`src/rtl/fact_seq_if.sv`:
```
// ============================================================================
// Module   : fact_seq_if
// Brief    : Request/result and counter-control bundle for fact_seq.
// Revision : 1.0 - initial release
// ============================================================================
`default_nettype none

interface fact_seq_if #(
  parameter int SIZE = 8,
  parameter int PW   = 32
);
  logic            start;
  logic [SIZE-1:0] n;
  logic            busy;
  logic            done;
  logic [PW-1:0]   result;
  logic            ovf;
  logic            cnt_en;
  logic            cnt_load;
  logic [SIZE-1:0] cnt_d;
  logic [SIZE-1:0] cnt_q;

  modport master (
    output start, n, cnt_q,
    input  busy, done, result, ovf, cnt_en, cnt_load, cnt_d
  );

  modport slave (
    input  start, n, cnt_q,
    output busy, done, result, ovf, cnt_en, cnt_load, cnt_d
  );
endinterface

`default_nettype wire

```
`src/rtl/fact_seq.sv`:
```
// ============================================================================
// Module   : fact_seq
// Brief    : Iterative n! sequencer driving an external loadable up-counter.
//            Define FACT_SAT_EN to saturate result to all-ones on overflow.
// Revision : 1.0 - initial release
// ============================================================================
`default_nettype none

module fact_seq #(
  parameter int SIZE = 8,
  parameter int PW   = 32
) (
  input  logic          clk,
  input  logic          rst_n,
  fact_seq_if.slave     bus
);

  typedef enum logic [1:0] {
    S_IDLE = 2'd0,
    S_MUL  = 2'd1,
    S_DONE = 2'd2
  } state_t;

  localparam logic [SIZE-1:0] c_one = {{(SIZE-1){1'b0}}, 1'b1};

  state_t              r_state;
  state_t              w_state_nxt;
  logic [SIZE-1:0]     r_n_eff;
  logic [PW-1:0]       r_acc;
  logic                r_ovf_run;
  logic [PW-1:0]       r_result;
  logic                r_ovf;
  logic                r_done;

  logic                w_cnt_en;
  logic                w_cnt_load;
  logic [PW+SIZE-1:0]  w_prod;
  logic                w_prod_ovf;
  logic                w_ovf_final;
  logic                w_last;
  logic [PW-1:0]       w_result_final;

  assign w_prod      = {{SIZE{1'b0}}, r_acc} * {{PW{1'b0}}, bus.cnt_q};
  assign w_prod_ovf  = |w_prod[PW+SIZE-1:PW];
  assign w_ovf_final = r_ovf_run | w_prod_ovf;
  assign w_last      = (bus.cnt_q == r_n_eff);

`ifdef FACT_SAT_EN
  assign w_result_final = w_ovf_final ? {PW{1'b1}} : w_prod[PW-1:0];
`else
  assign w_result_final = w_prod[PW-1:0];
`endif

  always_comb begin
    w_state_nxt = r_state;
    w_cnt_en    = 1'b0;
    w_cnt_load  = 1'b0;
    case (r_state)
      S_IDLE: begin
        if (bus.start) begin
          w_cnt_en    = 1'b1;
          w_cnt_load  = 1'b1;
          w_state_nxt = S_MUL;
        end
      end
      S_MUL: begin
        if (w_last) w_state_nxt = S_DONE;
        else        w_cnt_en    = 1'b1;
      end
      S_DONE:  w_state_nxt = S_IDLE;
      default: w_state_nxt = S_IDLE;
    endcase
  end

  always_ff @(posedge clk or negedge rst_n) begin
    if (!rst_n) r_state <= S_IDLE;
    else        r_state <= w_state_nxt;
  end

  always_ff @(posedge clk or negedge rst_n) begin
    if (!rst_n) begin
      r_n_eff   <= '0;
      r_acc     <= {{(PW-1){1'b0}}, 1'b1};
      r_ovf_run <= 1'b0;
      r_result  <= '0;
      r_ovf     <= 1'b0;
      r_done    <= 1'b0;
    end else begin
      r_done <= 1'b0;
      case (r_state)
        S_IDLE: begin
          if (bus.start) begin
            r_n_eff   <= (bus.n == '0) ? c_one : bus.n;
            r_acc     <= {{(PW-1){1'b0}}, 1'b1};
            r_ovf_run <= 1'b0;
          end
        end
        S_MUL: begin
          r_acc     <= w_prod[PW-1:0];
          r_ovf_run <= w_ovf_final;
          // Final multiply is folded into result/ovf on the exit edge.
          if (w_last) begin
            r_result <= w_result_final;
            r_ovf    <= w_ovf_final;
            r_done   <= 1'b1;
          end
        end
        default: ;
      endcase
    end
  end

  // Counter controls are held inactive for the whole reset window.
  assign bus.cnt_en   = w_cnt_en & rst_n;
  assign bus.cnt_load = w_cnt_load & rst_n;
  assign bus.cnt_d    = c_one;
  assign bus.busy     = (r_state != S_IDLE);
  assign bus.done     = r_done;
  assign bus.result   = r_result;
  assign bus.ovf      = r_ovf;

endmodule

`default_nettype wire

```
`src/flat_wrapper.sv`:
```
// flat-port wrapper written by rule: the top's interface ports become plain ports
module fact_seq_flat 
#(
  parameter int SIZE = 8,
  parameter int PW   = 32
)
  (clk, rst_n, bus_start, bus_n, bus_cnt_q, bus_busy, bus_done, bus_result, bus_ovf, bus_cnt_en, bus_cnt_load, bus_cnt_d);
  fact_seq_if #(.SIZE(SIZE), .PW(PW)) bus_i ();
  input  logic clk;
  input  logic rst_n;
  input wire logic [$bits(bus_i.start)-1:0] bus_start;
  input wire logic [$bits(bus_i.n)-1:0] bus_n;
  input wire logic [$bits(bus_i.cnt_q)-1:0] bus_cnt_q;
  output wire logic [$bits(bus_i.busy)-1:0] bus_busy;
  output wire logic [$bits(bus_i.done)-1:0] bus_done;
  output wire logic [$bits(bus_i.result)-1:0] bus_result;
  output wire logic [$bits(bus_i.ovf)-1:0] bus_ovf;
  output wire logic [$bits(bus_i.cnt_en)-1:0] bus_cnt_en;
  output wire logic [$bits(bus_i.cnt_load)-1:0] bus_cnt_load;
  output wire logic [$bits(bus_i.cnt_d)-1:0] bus_cnt_d;
  assign bus_i.start = bus_start;
  assign bus_i.n = bus_n;
  assign bus_i.cnt_q = bus_cnt_q;
  assign bus_busy = bus_i.busy;
  assign bus_done = bus_i.done;
  assign bus_result = bus_i.result;
  assign bus_ovf = bus_i.ovf;
  assign bus_cnt_en = bus_i.cnt_en;
  assign bus_cnt_load = bus_i.cnt_load;
  assign bus_cnt_d = bus_i.cnt_d;
  fact_seq #(.SIZE(SIZE), .PW(PW)) u_core (.clk(clk), .rst_n(rst_n), .bus(bus_i));
endmodule
```
`config.mk`:
```
export PLATFORM = sky130hd
export DESIGN_NAME = fact_seq_flat
export DESIGN_NICKNAME = d
export VERILOG_FILES = /design/src/rtl/fact_seq_if.sv /design/src/rtl/fact_seq.sv /design/src/flat_wrapper.sv
export SDC_FILE = /design/constraint.sdc
export NUM_CORES = 1
export LEC_CHECK = 0
export ABC_AREA = 1
export CAP_MARGIN = 5
export CORE_MARGIN = 10
export CORE_UTILIZATION = 40
export DETAILED_ROUTE_END_ITERATION = 6
export DONT_BUFFER_PORTS = 1
export PLACE_DENSITY = 0.54
export SLEW_MARGIN = 15
export SYNTH_ARGS = -nofsm -noshare
export SYNTH_HDL_FRONTEND = slang
export SYNTH_SLANG_ARGS = --single-unit
export TNS_END_PERCENT = 50
```
`constraint.sdc`:
```
create_clock -name clk -period 13.65 [get_ports clk]
set_input_delay 4.095 -clock clk [delete_from_list [all_inputs] [get_ports clk]]
set_output_delay 4.095 -clock clk [all_outputs]
set_load 0.005 [all_outputs]
```
==> reports/results.ini <==
[setup_path]
crit_path_start_kind = input pin
r2r_slack_ns = 8.73
worstPathMaxFanout = 33
required_ns = 9.55
regToRegStartpoint = u_core.r_acc[5]$_DFFE_PN0P_
worstPathArrival_ns = 5.07
cp-end-kind = output port
worstSetupPathType = in2out
timing.rr.end = u_core.bus.ovf$_DFFE_PN0P_
worst_r2r_path_depth = 24

[grt]
grt_max_degree = 79
antenna_found_initial = 0
grt_first_pass_wirelength_um = 52400
grt_pass1_vias = 9686
grtUsageTotal_pct = 18.2
grt.overflow.total = 0

[timing]
rsz0062_at_grt = false
max_freq_mhz = 109
min_period_over_period_pct = 67.2
setup_viol = 0
fin_crit_ns = 9.17
slew_viol_final = 0
tightest_slew_ns = 1.08
tns_ns = 0
hold_viol = 0
skew_ns = 0.0133
relSlewSlack_pct = 28.0

[floorplanning]
rows = 62
dieArea_mm2 = 0.0366
initial_core_util_pct = 40.7
io_pins = 64
die_w_um = 191
core_area_mm2 = 0.0288
die_h_um = 191

[synth]
syn_inst = 1624
synth_most_common_cell = nand2_1
ys_ff_latch = 77
yosysWarnings = 0
synth.cell_area_mm2 = 0.0117
syn_area_per_cell_um2 = 7.22
ys_async_sr_fraction_pct = 100
ys_seq_area_share_pct = 16.4
synth_common_cells = nand2_1 (521), inv_1 (428), fa_1 (180)
synthFlopType = dfrtp_1
synth_largest_area_cell = fa_1
synth_top_area_share_pct = 30.7
ys_types = 32
ys_top_cells_by_area = fa_1 (31%), nand2_1 (17%), dfrtp_1 (16%)
synth_edf_count = 0

[route]
drt_iter0_drc = 490
via_per_inst = 4.79
drc_errors = 0
ant_nets = 0
wire_per_inst_um = 16.3
totalWireLength_um = 31800
firstDrtPassIters = 5
num_vias = 9321

[cells_and_area]
final_cell_count_no_fill = 1946
ff_latch_area_mm2 = 0.00193
layout-drive-gt1-share_pct = 1.54
antennaDiodeCount = 0
stdcell_area_mm2 = 0.0122
multiInputGateArea_mm2 = 0.00782
area_growth_pct = 3.77
nets = 1816
num-fill-cells = 2999

[clock_network]
numClockSinks = 77
clk_latency_ns = 0.37
path_clk_slew_ns = 0.07
cts_buffers = 9
htreeDepth = 3
cts_tree = built
cts_setup_buffers = 0
cts_root_buffer = clkbuf_16
holdBufCountCts = 0
clockBufferDepth = 2
ctsResizeCount = 0

[job]
cap_violations = 0

[placed_design]
post_dp_cell_area_mm2 = 0.0118
dp_cells = 1929
place.detailed.hpwl_um = 24900
gp_congestion = 0.892
port_buffers = 0

[hold_path]
worstHoldStart = u_core.r_n_eff[4]$_DFFE_PN0P_
hold_end = u_core.r_n_eff[4]$_DFFE_PN0P_
hold_depth = 2
hp-class = reg2reg

[outcome]
status = finished clean

-- worst max-delay path, stage by stage --
cell and delay (ns):
xor2_1 0.15, nor4_1 0.33, nand4_1 0.23, nand2_1 0.16, a21oi_1 0.10
-- placed cells by master, fill, tap and decap left out, types with 19 or more instances in the layout --
master	n
nand2_1	521
inv_1	428
fa_1	180
dfrtp_1	76
ha_1	60
nor2_1	57
o21ai_0	45
a21oi_1	38
nand3_1	31
o21ai_1	23
xnor2_1	19
-- routing by layer --
layer  share of wire [%]  global-route usage, %  vias to the layer above
li1                    -                      -                     4498
met1                  45                   23.3                     4641
met2                  51                   31.6                      155
met3                 3.1                   2.28                       27
met4                 1.5                   4.54                        0
met5                   0                      0                        -
-- how the worst max path moves through the flow --
stage	cells after the start	slack [ns]	end	from
final	5	4.48	bus_cnt_en	bus_cnt_q[7]
after global routing	5	4.37	bus_cnt_en	bus_cnt_q[7]
after CTS	5	4.46	bus_cnt_en	bus_cnt_q[7]
after detailed placement	5	4.47	bus_cnt_en	bus_cnt_q[7]
after global placement	5	4.54	bus_cnt_en	bus_cnt_q[7]
after floorplan	6	4.58	bus_cnt_en	bus_cnt_q[5]
-- layout make-up --
class / count / area share, %
Timing Repair Buffer: 2 / 0.123
Clock buffer: 9 / 1.85
Tap cell: 384 / 3.95
Inverter: 429 / 13.2
Multi-Input combinational cell: 1038 / 64.3
Clock inverter: 7 / 0.689
Sequential cell: 77 / 15.8
-- through the flow --
step	setup slack [ns]	hold slack, ns	util, %
CTS	4.46	0.510	42.2
detailed placement	4.47	0.491	41.2
global route	4.37	0.541	42.3
finish	4.48	0.501	42.3
floorplan	4.58	0.450	-
global placement	4.54	0.474	41.2
-- registers in the layout, summed over array words and instances (netlist names) --
register / flops
u_core.r_ovf_run: 1
u_core.bus.ovf: 1
u_core.r_acc: 32
u_core.bus.result: 32
u_core.r_n_eff: 8
u_core.r_state: 2
u_core.bus.done: 1
-- cells by family after synthesis --
logic type / Yosys count / share of synthesized area (%)
adders and majority gates: 240 / 37.1
buffers and inverters: 515 / 17.0
xor gates and xnor gates: 35 / 2.61
other: 2 / 0.0641
DFF: 77 / 16.4
AOI/OAI and AO/OA: 127 / 5.91
and+or+nand+nor: 628 / 20.8
Power is left out: the tool's default activity adds up to more than one toggle a clock period on the data nets, which glitch-free logic cannot reach.
